`src/rtl/pipe_hazard_scoreboard_if.sv`:
```
// ----------------------------------------------------------------------------
// pipe_hazard_scoreboard_if
// Bundle between the ID stage and the hazard/forwarding scoreboard.
// The ID stage (master) presents the decoded instruction and the pipeline
// control requests. The scoreboard (slave) answers with stall, forward
// selects, issue and the stall-cycle counter.
// ----------------------------------------------------------------------------
interface pipe_hazard_scoreboard_if #(
    parameter int REG_AW = 5,
    parameter int SEL_W  = 2
);
    logic              id_valid;
    logic [REG_AW-1:0] id_rs;
    logic [REG_AW-1:0] id_rt;
    logic              id_use_rs;
    logic              id_use_rt;
    logic [REG_AW-1:0] id_dst;
    logic              id_we;
    logic              id_is_load;
    logic              id_is_branch;
    logic              flush;
    logic              ext_hold;
    logic              stall;
    logic [SEL_W-1:0]  fwd_sel_a;
    logic [SEL_W-1:0]  fwd_sel_b;
    logic              issue;
    logic [31:0]       stall_cnt;

    modport master (
        output id_valid, id_rs, id_rt, id_use_rs, id_use_rt,
        output id_dst, id_we, id_is_load, id_is_branch, flush, ext_hold,
        input  stall, fwd_sel_a, fwd_sel_b, issue, stall_cnt
    );

    modport slave (
        input  id_valid, id_rs, id_rt, id_use_rs, id_use_rt,
        input  id_dst, id_we, id_is_load, id_is_branch, flush, ext_hold,
        output stall, fwd_sel_a, fwd_sel_b, issue, stall_cnt
    );
endinterface

```
`src/rtl/pipe_hazard_scoreboard.sv`:
```
// ----------------------------------------------------------------------------
// pipe_hazard_scoreboard
// Registered scoreboard of in-flight destination registers for the NSTAGE
// slots after ID (slot 1 = EXE ... slot NSTAGE = WB). Every cycle it compares
// the ID-stage sources against the tracked producers and decides whether the
// operand can be forwarded (and from which slot) or whether ID must stall.
//
// Stall, issue and forward selects are combinational (zero latency). All of
// them are forced to zero while the synchronous active-low reset is low.
//
// Optional feature macro: HAZ_STALL_CNT_EN
//   defined   -> saturating 32-bit count of non-held stall cycles
//   undefined -> stall_cnt tied to zero, no counter register
// ----------------------------------------------------------------------------
module pipe_hazard_scoreboard #(
    parameter int REG_AW     = 5,
    parameter int NSTAGE     = 3,
    parameter int ALU_AVAIL  = 1,
    parameter int LOAD_AVAIL = 2,
    parameter int BR_EXTRA   = 1,
    parameter int SEL_W      = 2
) (
    input  logic                         i_clk,
    input  logic                         i_rst,
    pipe_hazard_scoreboard_if.slave      io_hz
);

    // Width of the stored availability slot; 4 bits covers every legal
    // combination of slot numbers for NSTAGE up to 7.
    localparam int AV_W = 4;

    localparam logic [AV_W-1:0]   ALU_AV  = AV_W'(ALU_AVAIL);
    localparam logic [AV_W-1:0]   LD_AV   = AV_W'(LOAD_AVAIL);
    localparam logic [REG_AW-1:0] REG_ZERO = {REG_AW{1'b0}};
    localparam logic [SEL_W-1:0]  SEL_RF   = {SEL_W{1'b0}};

    // ------------------------------------------------------------------
    // Scoreboard slots 1..NSTAGE
    // ------------------------------------------------------------------
    logic              r_v     [1:NSTAGE];
    logic [REG_AW-1:0] r_dst   [1:NSTAGE];
    logic              r_we    [1:NSTAGE];
    logic [AV_W-1:0]   r_avail [1:NSTAGE];

    // ------------------------------------------------------------------
    // Combinational decision signals
    // ------------------------------------------------------------------
    logic [31:0]       w_br_extra;
    logic [NSTAGE:1]   w_rdy;
    logic [NSTAGE:1]   w_match_a;
    logic [NSTAGE:1]   w_match_b;
    logic [SEL_W:0]    w_pick_a;
    logic [SEL_W:0]    w_pick_b;
    logic              w_hit_a;
    logic              w_hit_b;
    logic              w_hz_a;
    logic              w_hz_b;
    logic [SEL_W-1:0]  w_sel_a;
    logic [SEL_W-1:0]  w_sel_b;
    logic              w_stall;
    logic              w_issue;
    logic [AV_W-1:0]   w_new_avail;
    logic              w_new_we;

    // Youngest (lowest-numbered) matching slot wins. Returns {ready, slot};
    // both are zero when nothing matches.
    function automatic logic [SEL_W:0] pick_youngest(
        input logic [NSTAGE:1] match,
        input logic [NSTAGE:1] rdy
    );
        logic [SEL_W-1:0] slot;
        logic             ok;
        slot = {SEL_W{1'b0}};
        ok   = 1'b0;
        for (int s = NSTAGE; s >= 1; s--) begin
            slot = match[s] ? SEL_W'(s) : slot;
            ok   = match[s] ? rdy[s]    : ok;
        end
        return {ok, slot};
    endfunction

    // Per-slot readiness: the producer in slot s can feed this consumer
    // when s has reached its availability slot plus the branch penalty.
    always_comb begin
        w_br_extra = io_hz.id_is_branch ? 32'(BR_EXTRA) : 32'd0;
        w_rdy      = {NSTAGE{1'b0}};
        for (int s = 1; s <= NSTAGE; s++) begin
            w_rdy[s] = (32'(s) >= (32'(r_avail[s]) + w_br_extra));
        end
    end

    // Per-slot source matches; register 0 and unused sources never match.
    always_comb begin
        w_match_a = {NSTAGE{1'b0}};
        w_match_b = {NSTAGE{1'b0}};
        for (int s = 1; s <= NSTAGE; s++) begin
            w_match_a[s] = r_v[s] && r_we[s] && io_hz.id_use_rs &&
                           (io_hz.id_rs != REG_ZERO) && (r_dst[s] == io_hz.id_rs);
            w_match_b[s] = r_v[s] && r_we[s] && io_hz.id_use_rt &&
                           (io_hz.id_rt != REG_ZERO) && (r_dst[s] == io_hz.id_rt);
        end
    end

    // Winner selection, hazard detection and the top-level stall/issue.
    always_comb begin
        w_pick_a = pick_youngest(w_match_a, w_rdy);
        w_pick_b = pick_youngest(w_match_b, w_rdy);
        w_hit_a  = |w_match_a;
        w_hit_b  = |w_match_b;
        w_hz_a   = w_hit_a && !w_pick_a[SEL_W];
        w_hz_b   = w_hit_b && !w_pick_b[SEL_W];
        w_sel_a  = (w_hit_a && w_pick_a[SEL_W]) ? w_pick_a[SEL_W-1:0] : SEL_RF;
        w_sel_b  = (w_hit_b && w_pick_b[SEL_W]) ? w_pick_b[SEL_W-1:0] : SEL_RF;
        // Flush beats stall; hold only blocks issue, it does not hide a stall.
        w_stall  = i_rst && io_hz.id_valid && !io_hz.flush && (w_hz_a || w_hz_b);
        w_issue  = i_rst && io_hz.id_valid && !io_hz.flush && !w_stall &&
                   !io_hz.ext_hold;
    end

    // Fields of the entry that enters slot 1 when the ID instruction issues.
    always_comb begin
        w_new_avail = io_hz.id_is_load ? LD_AV : ALU_AV;
        w_new_we    = io_hz.id_we && (io_hz.id_dst != REG_ZERO);
    end

    assign io_hz.stall     = w_stall;
    assign io_hz.issue     = w_issue;
    assign io_hz.fwd_sel_a = i_rst ? w_sel_a : SEL_RF;
    assign io_hz.fwd_sel_b = i_rst ? w_sel_b : SEL_RF;

    // Scoreboard update: clear on reset, freeze on hold, otherwise shift one
    // slot toward WB and load slot 1 with the issued instruction or a bubble.
    always_ff @(posedge i_clk) begin
        if (!i_rst) begin
            for (int s = 1; s <= NSTAGE; s++) begin
                r_v[s]     <= 1'b0;
                r_dst[s]   <= REG_ZERO;
                r_we[s]    <= 1'b0;
                r_avail[s] <= {AV_W{1'b0}};
            end
        end else if (io_hz.ext_hold) begin
            for (int s = 1; s <= NSTAGE; s++) begin
                r_v[s]     <= r_v[s];
                r_dst[s]   <= r_dst[s];
                r_we[s]    <= r_we[s];
                r_avail[s] <= r_avail[s];
            end
        end else begin
            for (int s = NSTAGE; s >= 2; s--) begin
                r_v[s]     <= r_v[s-1];
                r_dst[s]   <= r_dst[s-1];
                r_we[s]    <= r_we[s-1];
                r_avail[s] <= r_avail[s-1];
            end
            r_v[1]     <= w_issue;
            r_dst[1]   <= w_issue ? io_hz.id_dst : REG_ZERO;
            r_we[1]    <= w_issue && w_new_we;
            r_avail[1] <= w_issue ? w_new_avail : {AV_W{1'b0}};
        end
    end

`ifdef HAZ_STALL_CNT_EN
    logic [31:0] r_stall_cnt;

    // Saturating count of stall cycles that were not frozen by ext_hold.
    always_ff @(posedge i_clk) begin
        if (!i_rst) begin
            r_stall_cnt <= 32'h0000_0000;
        end else if (w_stall && !io_hz.ext_hold && (r_stall_cnt != 32'hFFFF_FFFF)) begin
            r_stall_cnt <= r_stall_cnt + 32'd1;
        end else begin
            r_stall_cnt <= r_stall_cnt;
        end
    end

    assign io_hz.stall_cnt = i_rst ? r_stall_cnt : 32'h0000_0000;
`else
    assign io_hz.stall_cnt = 32'h0000_0000;
`endif

endmodule

```
`src/flat_wrapper.sv`:
```
// flat-port wrapper written by rule: the top's interface ports become plain ports
module pipe_hazard_scoreboard_flat 
#(
    parameter int REG_AW     = 5,
    parameter int NSTAGE     = 3,
    parameter int ALU_AVAIL  = 1,
    parameter int LOAD_AVAIL = 2,
    parameter int BR_EXTRA   = 1,
    parameter int SEL_W      = 2
)
  (i_clk, i_rst, io_hz_id_valid, io_hz_id_rs, io_hz_id_rt, io_hz_id_use_rs, io_hz_id_use_rt, io_hz_id_dst, io_hz_id_we, io_hz_id_is_load, io_hz_id_is_branch, io_hz_flush, io_hz_ext_hold, io_hz_stall, io_hz_fwd_sel_a, io_hz_fwd_sel_b, io_hz_issue, io_hz_stall_cnt);
  pipe_hazard_scoreboard_if #(.REG_AW(REG_AW), .SEL_W(SEL_W)) io_hz_i ();
  input  logic i_clk;
  input  logic i_rst;
  input wire logic [$bits(io_hz_i.id_valid)-1:0] io_hz_id_valid;
  input wire logic [$bits(io_hz_i.id_rs)-1:0] io_hz_id_rs;
  input wire logic [$bits(io_hz_i.id_rt)-1:0] io_hz_id_rt;
  input wire logic [$bits(io_hz_i.id_use_rs)-1:0] io_hz_id_use_rs;
  input wire logic [$bits(io_hz_i.id_use_rt)-1:0] io_hz_id_use_rt;
  input wire logic [$bits(io_hz_i.id_dst)-1:0] io_hz_id_dst;
  input wire logic [$bits(io_hz_i.id_we)-1:0] io_hz_id_we;
  input wire logic [$bits(io_hz_i.id_is_load)-1:0] io_hz_id_is_load;
  input wire logic [$bits(io_hz_i.id_is_branch)-1:0] io_hz_id_is_branch;
  input wire logic [$bits(io_hz_i.flush)-1:0] io_hz_flush;
  input wire logic [$bits(io_hz_i.ext_hold)-1:0] io_hz_ext_hold;
  output wire logic [$bits(io_hz_i.stall)-1:0] io_hz_stall;
  output wire logic [$bits(io_hz_i.fwd_sel_a)-1:0] io_hz_fwd_sel_a;
  output wire logic [$bits(io_hz_i.fwd_sel_b)-1:0] io_hz_fwd_sel_b;
  output wire logic [$bits(io_hz_i.issue)-1:0] io_hz_issue;
  output wire logic [$bits(io_hz_i.stall_cnt)-1:0] io_hz_stall_cnt;
  assign io_hz_i.id_valid = io_hz_id_valid;
  assign io_hz_i.id_rs = io_hz_id_rs;
  assign io_hz_i.id_rt = io_hz_id_rt;
  assign io_hz_i.id_use_rs = io_hz_id_use_rs;
  assign io_hz_i.id_use_rt = io_hz_id_use_rt;
  assign io_hz_i.id_dst = io_hz_id_dst;
  assign io_hz_i.id_we = io_hz_id_we;
  assign io_hz_i.id_is_load = io_hz_id_is_load;
  assign io_hz_i.id_is_branch = io_hz_id_is_branch;
  assign io_hz_i.flush = io_hz_flush;
  assign io_hz_i.ext_hold = io_hz_ext_hold;
  assign io_hz_stall = io_hz_i.stall;
  assign io_hz_fwd_sel_a = io_hz_i.fwd_sel_a;
  assign io_hz_fwd_sel_b = io_hz_i.fwd_sel_b;
  assign io_hz_issue = io_hz_i.issue;
  assign io_hz_stall_cnt = io_hz_i.stall_cnt;
  pipe_hazard_scoreboard #(.REG_AW(REG_AW), .NSTAGE(NSTAGE), .ALU_AVAIL(ALU_AVAIL), .LOAD_AVAIL(LOAD_AVAIL), .BR_EXTRA(BR_EXTRA), .SEL_W(SEL_W)) u_core (.i_clk(i_clk), .i_rst(i_rst), .io_hz(io_hz_i));
endmodule
```
`config.mk`:
```
export PLATFORM = sky130hd
export DESIGN_NAME = pipe_hazard_scoreboard_flat
export DESIGN_NICKNAME = d
export VERILOG_FILES = /design/src/rtl/pipe_hazard_scoreboard_if.sv /design/src/rtl/pipe_hazard_scoreboard.sv /design/src/flat_wrapper.sv
export SDC_FILE = /design/constraint.sdc
export NUM_CORES = 1
export LEC_CHECK = 0
export ABC_AREA = 1
export BUFFER_PORTS_ARGS = -buffer_cell sky130_fd_sc_hd__clkbuf_2
export CORE_UTILIZATION = 53
export CTS_CLUSTER_DIAMETER = 200
export DETAILED_ROUTE_END_ITERATION = 12
export GPL_TIMING_DRIVEN = 0
export PLACE_DENSITY = 0.81
export SETUP_SLACK_MARGIN = 0.02
export SYNTH_ARGS = -nofsm -noshare
export SYNTH_HDL_FRONTEND = slang
export SYNTH_SLANG_ARGS = --single-unit
export TNS_END_PERCENT = 100
```
`constraint.sdc`:
```
create_clock -name i_clk -period 4 [get_ports i_clk]
set_clock_uncertainty 0.15 [all_clocks]
set_input_delay 1 -clock i_clk [delete_from_list [all_inputs] [get_ports i_clk]]
set_output_delay 1 -clock i_clk [all_outputs]
set_load 0.02 [all_outputs]
```
==> impl_metrics.ini, run 1 <==
[synthesis]
synth_area_um2 = 2230
synthDistinctLibCells = 29
synth_xor_area_share_pct = 3.14
synth_warnings = 0
synth_compound_area_share_pct = 5.17
synthAdderAreaFrac_pct = 1.68
synth_area_per_cell_um2 = 7.48
postSynthCellCount = 298
synth-simple-area-share_pct = 33.6
synth_top_family_by_area = simple AND/OR/NAND/NOR gates
synth_seq_area_share_pct = 36.4
ys_seq_elements = 27
synthMuxAreaShare_pct = 0

[placement]
hpwl_um = 3540
dp_slack_ns = -0.119
numPortBuffers = 30
placedInstanceArea_um2 = 2580
place_congestion = 0.926

[route]
ant_nets = 0
vias = 1877
via_per_inst = 4.46
firstDrtPassIters = 4
drt_iter0_markers = 90
drt_wl_total_um = 4460
drc = 0
wire_per_inst_um = 10.6

[critical_path]
r2r_slack_ns = 1.42
cp-start-kind = input pin
cp.arrival_ns = 2.70
cp-end-kind = primary output
critPathRequiredTime_ns = 2.85
path_class = in -> out
path_max_fanout = 3

[sta]
final_hold_viol_count = 0
layout_setup_ws_ns = 0.145
tightest_slew_ns = 1.02
fin_crit_ns = 3.85
drv_slew = 0
rsz0062_at_grt = no
slew_headroom_pct = 31.8
finalSetupViolCount = 0
period_share_pct = 96.4
clock.fmax_mhz = 259

[global_route]
grt_max_degree = 26
grt_pass1_vias = 1641
grt_usage_pct = 21.7
grt_pass1_wl_um = 7170
overflow = 0
antenna_found_initial = 0

[cells_and_area]
fin_area_um2 = 2700
fin_util_pct = 67.1
fillers = 358
diodes = 0
multi_input_area_um2 = 1160
regArea_um2 = 811
drive_gt1_share_pct = 31.5
nNetsFinal = 400
synthToLayoutAreaGrowth_pct = 21.3

[pwr]
power.density_nw_per_um2 = 249
leakage_nw = 1.36
ir_drop_v = 0.000224

[status]
outcome = complete, no violations

[clock_tree]
clk_latency_ns = 0.27
cts_root_buf = clkbuf_8
cts_max_level = 1
path_clk_slew_ns = 0.10
clockBufferDepth = 2
tritoncts = built
clock_sinks = 27
numCtsBuffers = 3
cts-hold-fix-buffers = 0

[floorplan]
die_area_um2 = 4470
fp-row-count = 23
fp.coreArea_um2 = 4030
initial_core_util_pct = 55.3
boundaryPins = 63
die_y_um = 66.8
die_w_um = 66.8

[flow_run]
maxCapViolations = 0

[worst_hold_path]
hold_class = reg -> reg
## logic make-up after synthesis
group / Yosys count
AOI/OAI and AO/OA: 20
xor gates and xnor gates: 8
adders and majority gates: 3
buffers and inverters: 85
DFF: 27
other: 2
and+or+nand+nor: 153
## routing by layer
| metal | wire length [um] | track usage (%) | up-vias |
|---|---|---|---|
| li1 | - | - | 995 |
| met1 | 1940 | 27.1 | 819 |
| met2 | 2260 | 38.6 | 57 |
| met3 | 207 | 2.40 | 6 |
| met4 | 57 | 6.91 | 0 |
| met5 | 0 | 0 | - |
## final timing paths
check / startpoint / to / cells past startpoint
max: io_hz_id_is_branch / io_hz_issue / 17
max reg2reg: u_core.r_avail[0][8] / u_core.r_v[0][1] / 17
min: u_core.r_we[0][3] / u_core.r_we[0][3] / 2
min reg2reg: u_core.r_we[0][3] / u_core.r_we[0][3] / 2
## through the flow
stage / hold WS (ns) / std cells / setup TNS (ns) / total power [W]
final: 0.464 / 421 / 0 / 0.000672
after global routing: 0.490 / 421 / 0 / 0.000710
after CTS: 0.448 / 419 / 0 / 0.000668
after detailed placement: 0.423 / 414 / -0.119 / 0.000504
after global placement: 0.416 / 414 / -0.0219 / 0.000500
after floorplan: 0.395 / 334 / 0 / 0.000466
## state kept, by name (all words and copies together), names as in the netlist
signal and cells:
u_core.r_dst 15, u_core.r_avail 6, u_core.r_v 3, u_core.r_we 3
## cell usage in the layout, fill, tap and decap left out, types with 3 or more instances in the layout
cell / n
a21oi_1: 9
inv_1: 40
inv_2: 12
nor2_2: 10
nor2_1: 27
clkbuf_2: 28
nand2_2: 8
nor2_4: 6
o21ai_0: 5
buf_4: 35
xnor2_1: 6
nand2_1: 78
nand3_1: 11
nand4_1: 4
conb_1: 38
clkbuf_8: 3
edfxtp_1: 27
## repair_timing
| item | 4_1_cts | 5_1_grt |
|---|---|---|
| buffers inserted | 1 | 2 |
| resized for setup | 3 | 11 |
| pin swaps | 0 | 9 |
| endpoints found under the setup margin | 1 | 1 |
## area by class of cell
type                    instances  area share (%)
flip-flops and latches         27            30.0
clock buffers                   3            1.53
multi-input cells             222            42.8
inverters                      52            7.22
repair buffers                 33            6.85
plain buffers                  33            9.02
clock inverters                 1           0.278
well taps                      50            2.31
## where the power goes
group / internal, W / total [W] / switching (W)
logic: 0.0000636 / 0.000165 / 0.000102
registers: 0.000330 / 0.000343 / 0.0000131
clock network: 0.0000708 / 0.000164 / 0.0000932
total: 0.000464 / 0.000672 / 0.000208
## synthesized netlist by cell type
| library cell | number | area share (%) |
|---|---|---|
| inv_1 | 42 | 7.1 |
| o21ai_1 | 1 | 0.22 |
| nor3_1 | 2 | 0.45 |
| nor2_1 | 27 | 4.5 |
| nand3_1 | 11 | 2.5 |
| nand2_4 | 1 | 0.51 |
| nand3_2 | 2 | 0.90 |
| a21oi_1 | 9 | 2.0 |
| edfxtp_1 | 27 | 36 |
| o21ai_0 | 5 | 1.1 |
| nor2_2 | 10 | 2.8 |
| nand2_8 | 1 | 0.90 |
| nand2_2 | 9 | 2.5 |
| a21oi_2 | 1 | 0.39 |
| clkbuf_1 | 1 | 0.17 |
| nor2_4 | 6 | 3.0 |
| o22ai_1 | 1 | 0.28 |
| nand2_1 | 78 | 13 |
| inv_2 | 10 | 1.7 |
| o31ai_1 | 1 | 0.34 |
| o21ai_2 | 2 | 0.79 |
| nor2_8 | 1 | 0.90 |
| nand4_1 | 4 | 1.1 |
| xnor2_1 | 6 | 2.4 |
| xor2_1 | 2 | 0.79 |
| conb_1 | 2 | 0.34 |
| buf_4 | 32 | 11 |
| nor4_1 | 1 | 0.28 |
| ha_1 | 3 | 1.7 |
## critical path, stage by stage
cell,delay (ns)
buf_6,0.09
ha_4,0.13
inv_2,0.04
ha_4,0.25
inv_2,0.03
o31ai_4,0.23
nand3_1,0.10
nand2_1,0.09
inv_1,0.05
nand2_1,0.07
nand2_2,0.09
nand2_4,0.10
nand2_4,0.06
nor2_8,0.15
nand2_8,0.06
inv_2,0.06
buf_6,0.10
(Power assumes the default switching activity.)
==> run 2: changes to the inputs <==
CTS_BUF_LIST = sky130_fd_sc_hd__clkbuf_16   (was default)
==> impl_metrics.ini, run 2 (synthesis gave the netlist of run 1 again) <==
[critical_path]
slowest_delay_ns = 0.25
cp-start-kind = input pin
crit_top_cell = inv_2
cp.arrival_ns = 2.70
path_max_fanout = 3
critPathRequiredTime_ns = 2.85
crit_chain = buf_6 -> ha_4 -> inv_2 -> ha_4 -> inv_2 -> o31ai_4 -> nand3_1 -> nand2_1 -> inv_1 -> nand2_1 -> nand2_2 -> nand2_4 -> nand2_4 -> nor2_8 -> nand2_8 -> inv_2 -> buf_6
cp-end-kind = primary output
path_class = in -> out
crit_path_top_delay_cell = ha_4

[cells_and_area]
final_common_cell = nand2_1
regMostFlops = u_core.r_dst
multi_input_area_um2 = 1160
final_cell_mix = nand2_1, inv_1, conb_1
largest_registers = u_core.r_dst: 15 flops, u_core.r_avail: 6 flops
synthToLayoutAreaGrowth_pct = 22.9
fin_util_pct = 68.0
drive_gt1_share_pct = 31.5
largest_reg_flops = 15
nNetsFinal = 400
regArea_um2 = 811
diodes = 0
fillers = 346

[global_route]
grt_pass1_vias = 1666
grt_usage_pct = 22.5
overflow = 0
grt_pass1_wl_um = 7330
antenna_found_initial = 0
grt_max_degree = 26

[sta]
rsz0062_at_grt = no
final_hold_viol_count = 0
tightest_slew_ns = 1.01
finalSetupViolCount = 0
slew_headroom_pct = 32.5
drv_slew = 0
period_share_pct = 96.3
clock.fmax_mhz = 260
layout_setup_ws_ns = 0.150
tns_ns = 0
fin_crit_ns = 3.85

[route]
wire_per_inst_um = 10.8
drt_wl_total_um = 4550
ant_nets = 0
via_per_inst = 4.53
drt_iter0_markers = 101
vias = 1907
firstDrtPassIters = 4
drc = 0

[pwr]
p_clk_share_pct = 31.9
power.density_nw_per_um2 = 273
ir_drop_v = 0.000258
internal_power_w = 0.000530
power_w = 0.000748
seqPwrFrac_pct = 45.9
swShare_pct = 29.1
leakage_nw = 1.37
p_sw_w = 0.000218
combPwrFrac_pct = 22.2

[status]
outcome = complete, no violations

[worst_hold_path]
hold_class = reg -> reg

[floorplan]
fp-row-count = 23
fp.coreArea_um2 = 4030
boundaryPins = 63
die_w_um = 66.8
die_area_um2 = 4470
die_y_um = 66.8
initial_core_util_pct = 55.3

[clock_tree]
cts_max_level = 1
path_clk_slew_ns = 0.07
cts_root_buf = clkbuf_16
clk_latency_ns = 0.27
clock_sinks = 27
numCtsBuffers = 3
clockBufferDepth = 2
tritoncts = built

[flow_run]
maxCapViolations = 0

[placement]
numPortBuffers = 30
place_congestion = 0.926
dp_slack_ns = -0.119
hpwl_um = 3540
## run 2: power by group through the flow
stage	clock [W]	combinational (W)	sequential (W)
CTS	0.000238	0.000160	0.000343
floorplan	0	0.000121	0.000345
detailed placement	0	0.000155	0.000349
global placement	0	0.000152	0.000348
global route	0.000252	0.000186	0.000345
finish	0.000239	0.000166	0.000343
## run 2: cell type report
type	count	share of cell area [%]
Sequential cell	27	29.6
Tap cell	50	2.29
Clock buffer	3	2.74
Buffer	33	8.91
Clock inverter	1	0.274
Timing Repair Buffer	33	6.76
Inverter	52	7.13
Multi-Input combinational cell	222	42.3
## run 2: routing by layer
| metal | vias to the layer above | routed length [um] | GRT usage, % |
|---|---|---|---|
| li1 | 1001 | - | - |
| met1 | 807 | 1840 | 27.2 |
| met2 | 87 | 2250 | 40.0 |
| met3 | 12 | 359 | 3.25 |
| met4 | 0 | 102 | 8.24 |
| met5 | - | 0 | 0 |
## run 2: repair_timing
item,4_1_cts,5_1_grt
gates resized for setup,3,11
buffers inserted,1,2
endpoints found under the setup margin,1,1
pin swaps,0,9
hold endpoints to repair,0,0
hold buffers,0,0
## run 2: path summary, 6_finish.rpt
check | from | depth (start not counted) | end | slack [ns]
max | io_hz_id_is_branch | 17 | io_hz_issue | 0.15
min | u_core.r_v[0][3] | 2 | u_core.r_v[0][3] | 0.45
max reg2reg | u_core.r_avail[0][8] | 17 | u_core.r_v[0][1] | 1.43
min reg2reg | u_core.r_v[0][3] | 2 | u_core.r_v[0][3] | 0.45
## run 2: per-stage QoR
stage	hold WS, ns	area (um^2)	instances
final	0.452	2740	421
after global routing	0.480	2740	421
after CTS	0.440	2680	419
after detailed placement	0.423	2580	414
after global placement	0.416	2580	414
after floorplan	0.395	2360	334
## run 2: critical path, delay by kind of cell
family / cells / cell delay (ns)
simple gates: 8 / 0.72
compound gates: 1 / 0.23
buf+inv: 6 / 0.36
fa+ha+maj: 2 / 0.38
==> run 3: changes to the inputs <==
ABC_AREA = default   (was 1)
CORE_UTILIZATION = 52   (was 53)
SKIP_LAST_GASP = 1   (was default)
==> impl_metrics.ini, run 3 <==
[synthesis]
synth_xor_area_share_pct = 12.9
yosysMostFrequentCell = buf_4
ys_seq_elements = 27
synthMuxAreaShare_pct = 1.96
synth_seq_area_share_pct = 39.7
synthArstFlopShare_pct = 0
synth_flop_cell = edfxtp_1
postSynthCellCount = 202
synth_compound_area_share_pct = 5.81
synth-simple-area-share_pct = 22.8
synthTopCellsByArea = edfxtp_1, buf_4, xnor2_1
synthAdderAreaFrac_pct = 1.84
synthDistinctLibCells = 38
synth_area_um2 = 2040
yosysTopAreaCell = edfxtp_1
synth_area_per_cell_um2 = 10.1
synth_top_family_by_area = simple AND/OR/NAND/NOR gates
synth_warnings = 0
netlist.area_leader.share_pct = 39.7
synth_edf_count = 27
synth_commonest_cells = buf_4, edfxtp_1, xnor2_1, and2_1, nor3_1

[sta]
fin_crit_ns = 4.12
slew_headroom_pct = 41.9
rsz0062_at_grt = yes
final_hold_viol_count = 0
holdWs_ns = 0.404
drv_slew = 0
finalSetupViolCount = 2
tightest_slew_ns = 0.870
clock.fmax_mhz = 243
period_share_pct = 103
layout_setup_ws_ns = -0.118

[cells_and_area]
synthToLayoutAreaGrowth_pct = 25.2
largest_registers = u_core.r_dst: 15 flops, u_core.r_avail: 6 flops
fillers = 313
final_common_cell = conb_1
regArea_um2 = 811
nNetsFinal = 303
final_cell_mix = conb_1, buf_4, edfxtp_1
multi_input_area_um2 = 1110
largest_reg_flops = 15
drive_gt1_share_pct = 30.3
diodes = 0
fin_util_pct = 68.9
regMostFlops = u_core.r_dst

[global_route]
grt_pass1_vias = 1454
overflow = 0
grt_pass1_wl_um = 6640
grt_max_degree = 22
antenna_found_initial = 0
grt_usage_pct = 21.6

[clock_tree]
clk_latency_ns = 0.27
cts_root_buf = clkbuf_16
cts_max_level = 1
tritoncts = built
numCtsBuffers = 3
path_clk_slew_ns = 0.07
clockBufferDepth = 2
clock_sinks = 27

[floorplan]
boundaryPins = 63
die_area_um2 = 4190
die_y_um = 64.7
fp.coreArea_um2 = 3720
die_w_um = 64.7
initial_core_util_pct = 55.0
fp-row-count = 22

[critical_path]
cp.arrival_ns = 2.97
slowest_delay_ns = 0.41
crit_chain = buf_8 -> ha_4 -> inv_4 -> ha_4 -> nor3b_2 -> or2_4 -> or4_1 -> o311a_1 -> o22ai_2 -> and3_1 -> clkbuf_8
crit_path_top_delay_cell = or4_1
path_buf_inv = 3
path_delay_family = simple AND/OR/NAND/NOR gates
critPathRequiredTime_ns = 2.85
cp-start-kind = input pin
path_class = in -> out
cp-end-kind = primary output
path_max_fanout = 4
crit_top_cell = ha_4

[route]
drc = 0
firstDrtPassIters = 4
drt_wl_total_um = 4260
wire_per_inst_um = 13.2
via_per_inst = 4.94
ant_nets = 0
vias = 1590
drt_iter0_markers = 69

[flow_run]
maxCapViolations = 0

[pwr]
leakage_nw = 1.13
power.density_nw_per_um2 = 287
ir_drop_v = 0.000186

[status]
outcome = finished with violations
violations = negative setup slack

[placement]
numPortBuffers = 28
hpwl_um = 3170
place_congestion = 0.926

[worst_hold_path]
hold_class = reg -> reg
## run 3: cells by family after synthesis
family	Yosys count
buf+inv	46
mux	4
simple gates	77
xor+xnor	30
fa+ha+maj	3
compound gates	13
flops	27
other cells	2
## run 3: power breakdown
| part | switching (W) | internal [W] | total (W) |
|---|---|---|---|
| clock network | 0.0000972 | 0.000136 | 0.000233 |
| registers | 0.0000164 | 0.000330 | 0.000347 |
| logic | 0.0000851 | 0.0000694 | 0.000154 |
| total | 0.000199 | 0.000536 | 0.000734 |
## run 3: what timing repair did
item | CTS | global route
gates resized for setup | 9 | 7
endpoints found under the setup margin | 2 | 2
pin swaps | 4 | 1
hold buffers | 0 | 0
buffers inserted | 3 | 1
## run 3: routing by layer
| metal | vias to the layer above | global-route usage (%) | wire length (um) |
|---|---|---|---|
| li1 | 783 | - | - |
| met1 | 718 | 24.6 | 1750 |
| met2 | 79 | 37.6 | 2070 |
| met3 | 10 | 5.11 | 351 |
| met4 | 0 | 10.0 | 97 |
| met5 | - | 0 | 0 |
## run 3: final timing paths
| kind | start | end | slack, ns | cells after the start |
|---|---|---|---|---|
| min | u_core.r_avail[0][5] | u_core.r_avail[0][9] | 0.40 | 1 |
| min reg2reg | u_core.r_avail[0][5] | u_core.r_avail[0][9] | 0.40 | 1 |
| max reg2reg | u_core.r_avail[0][8] | u_core.r_v[0][1] | 1.10 | 12 |
| max | io_hz_id_is_branch | io_hz_stall | -0.12 | 11 |
## run 3: layout make-up
| class | instances | share of cell area (%) |
|---|---|---|
| Inverter | 9 | 1.42 |
| Clock buffer | 3 | 2.93 |
| Multi-Input combinational cell | 165 | 43.3 |
| Timing Repair Buffer | 32 | 7.62 |
| Clock inverter | 1 | 0.293 |
| Sequential cell | 27 | 31.7 |
| Tap cell | 48 | 2.35 |
| Buffer | 37 | 10.4 |
## run 3: stage by stage
stage / instances / total power [W] / instance area, um^2 / TNS (ns) / setup WS, ns
2_1_floorplan: 238 / 0.000459 / 2180 / 0 / 0.0489
3_3_place_gp: 314 / 0.000492 / 2380 / -0.607 / -0.321
3_5_place_dp: 314 / 0.000496 / 2380 / -0.701 / -0.371
4_1_cts: 321 / 0.000729 / 2530 / -0.188 / -0.107
5_1_grt: 322 / 0.000760 / 2560 / -0.260 / -0.150
6_report: 322 / 0.000734 / 2560 / -0.197 / -0.118
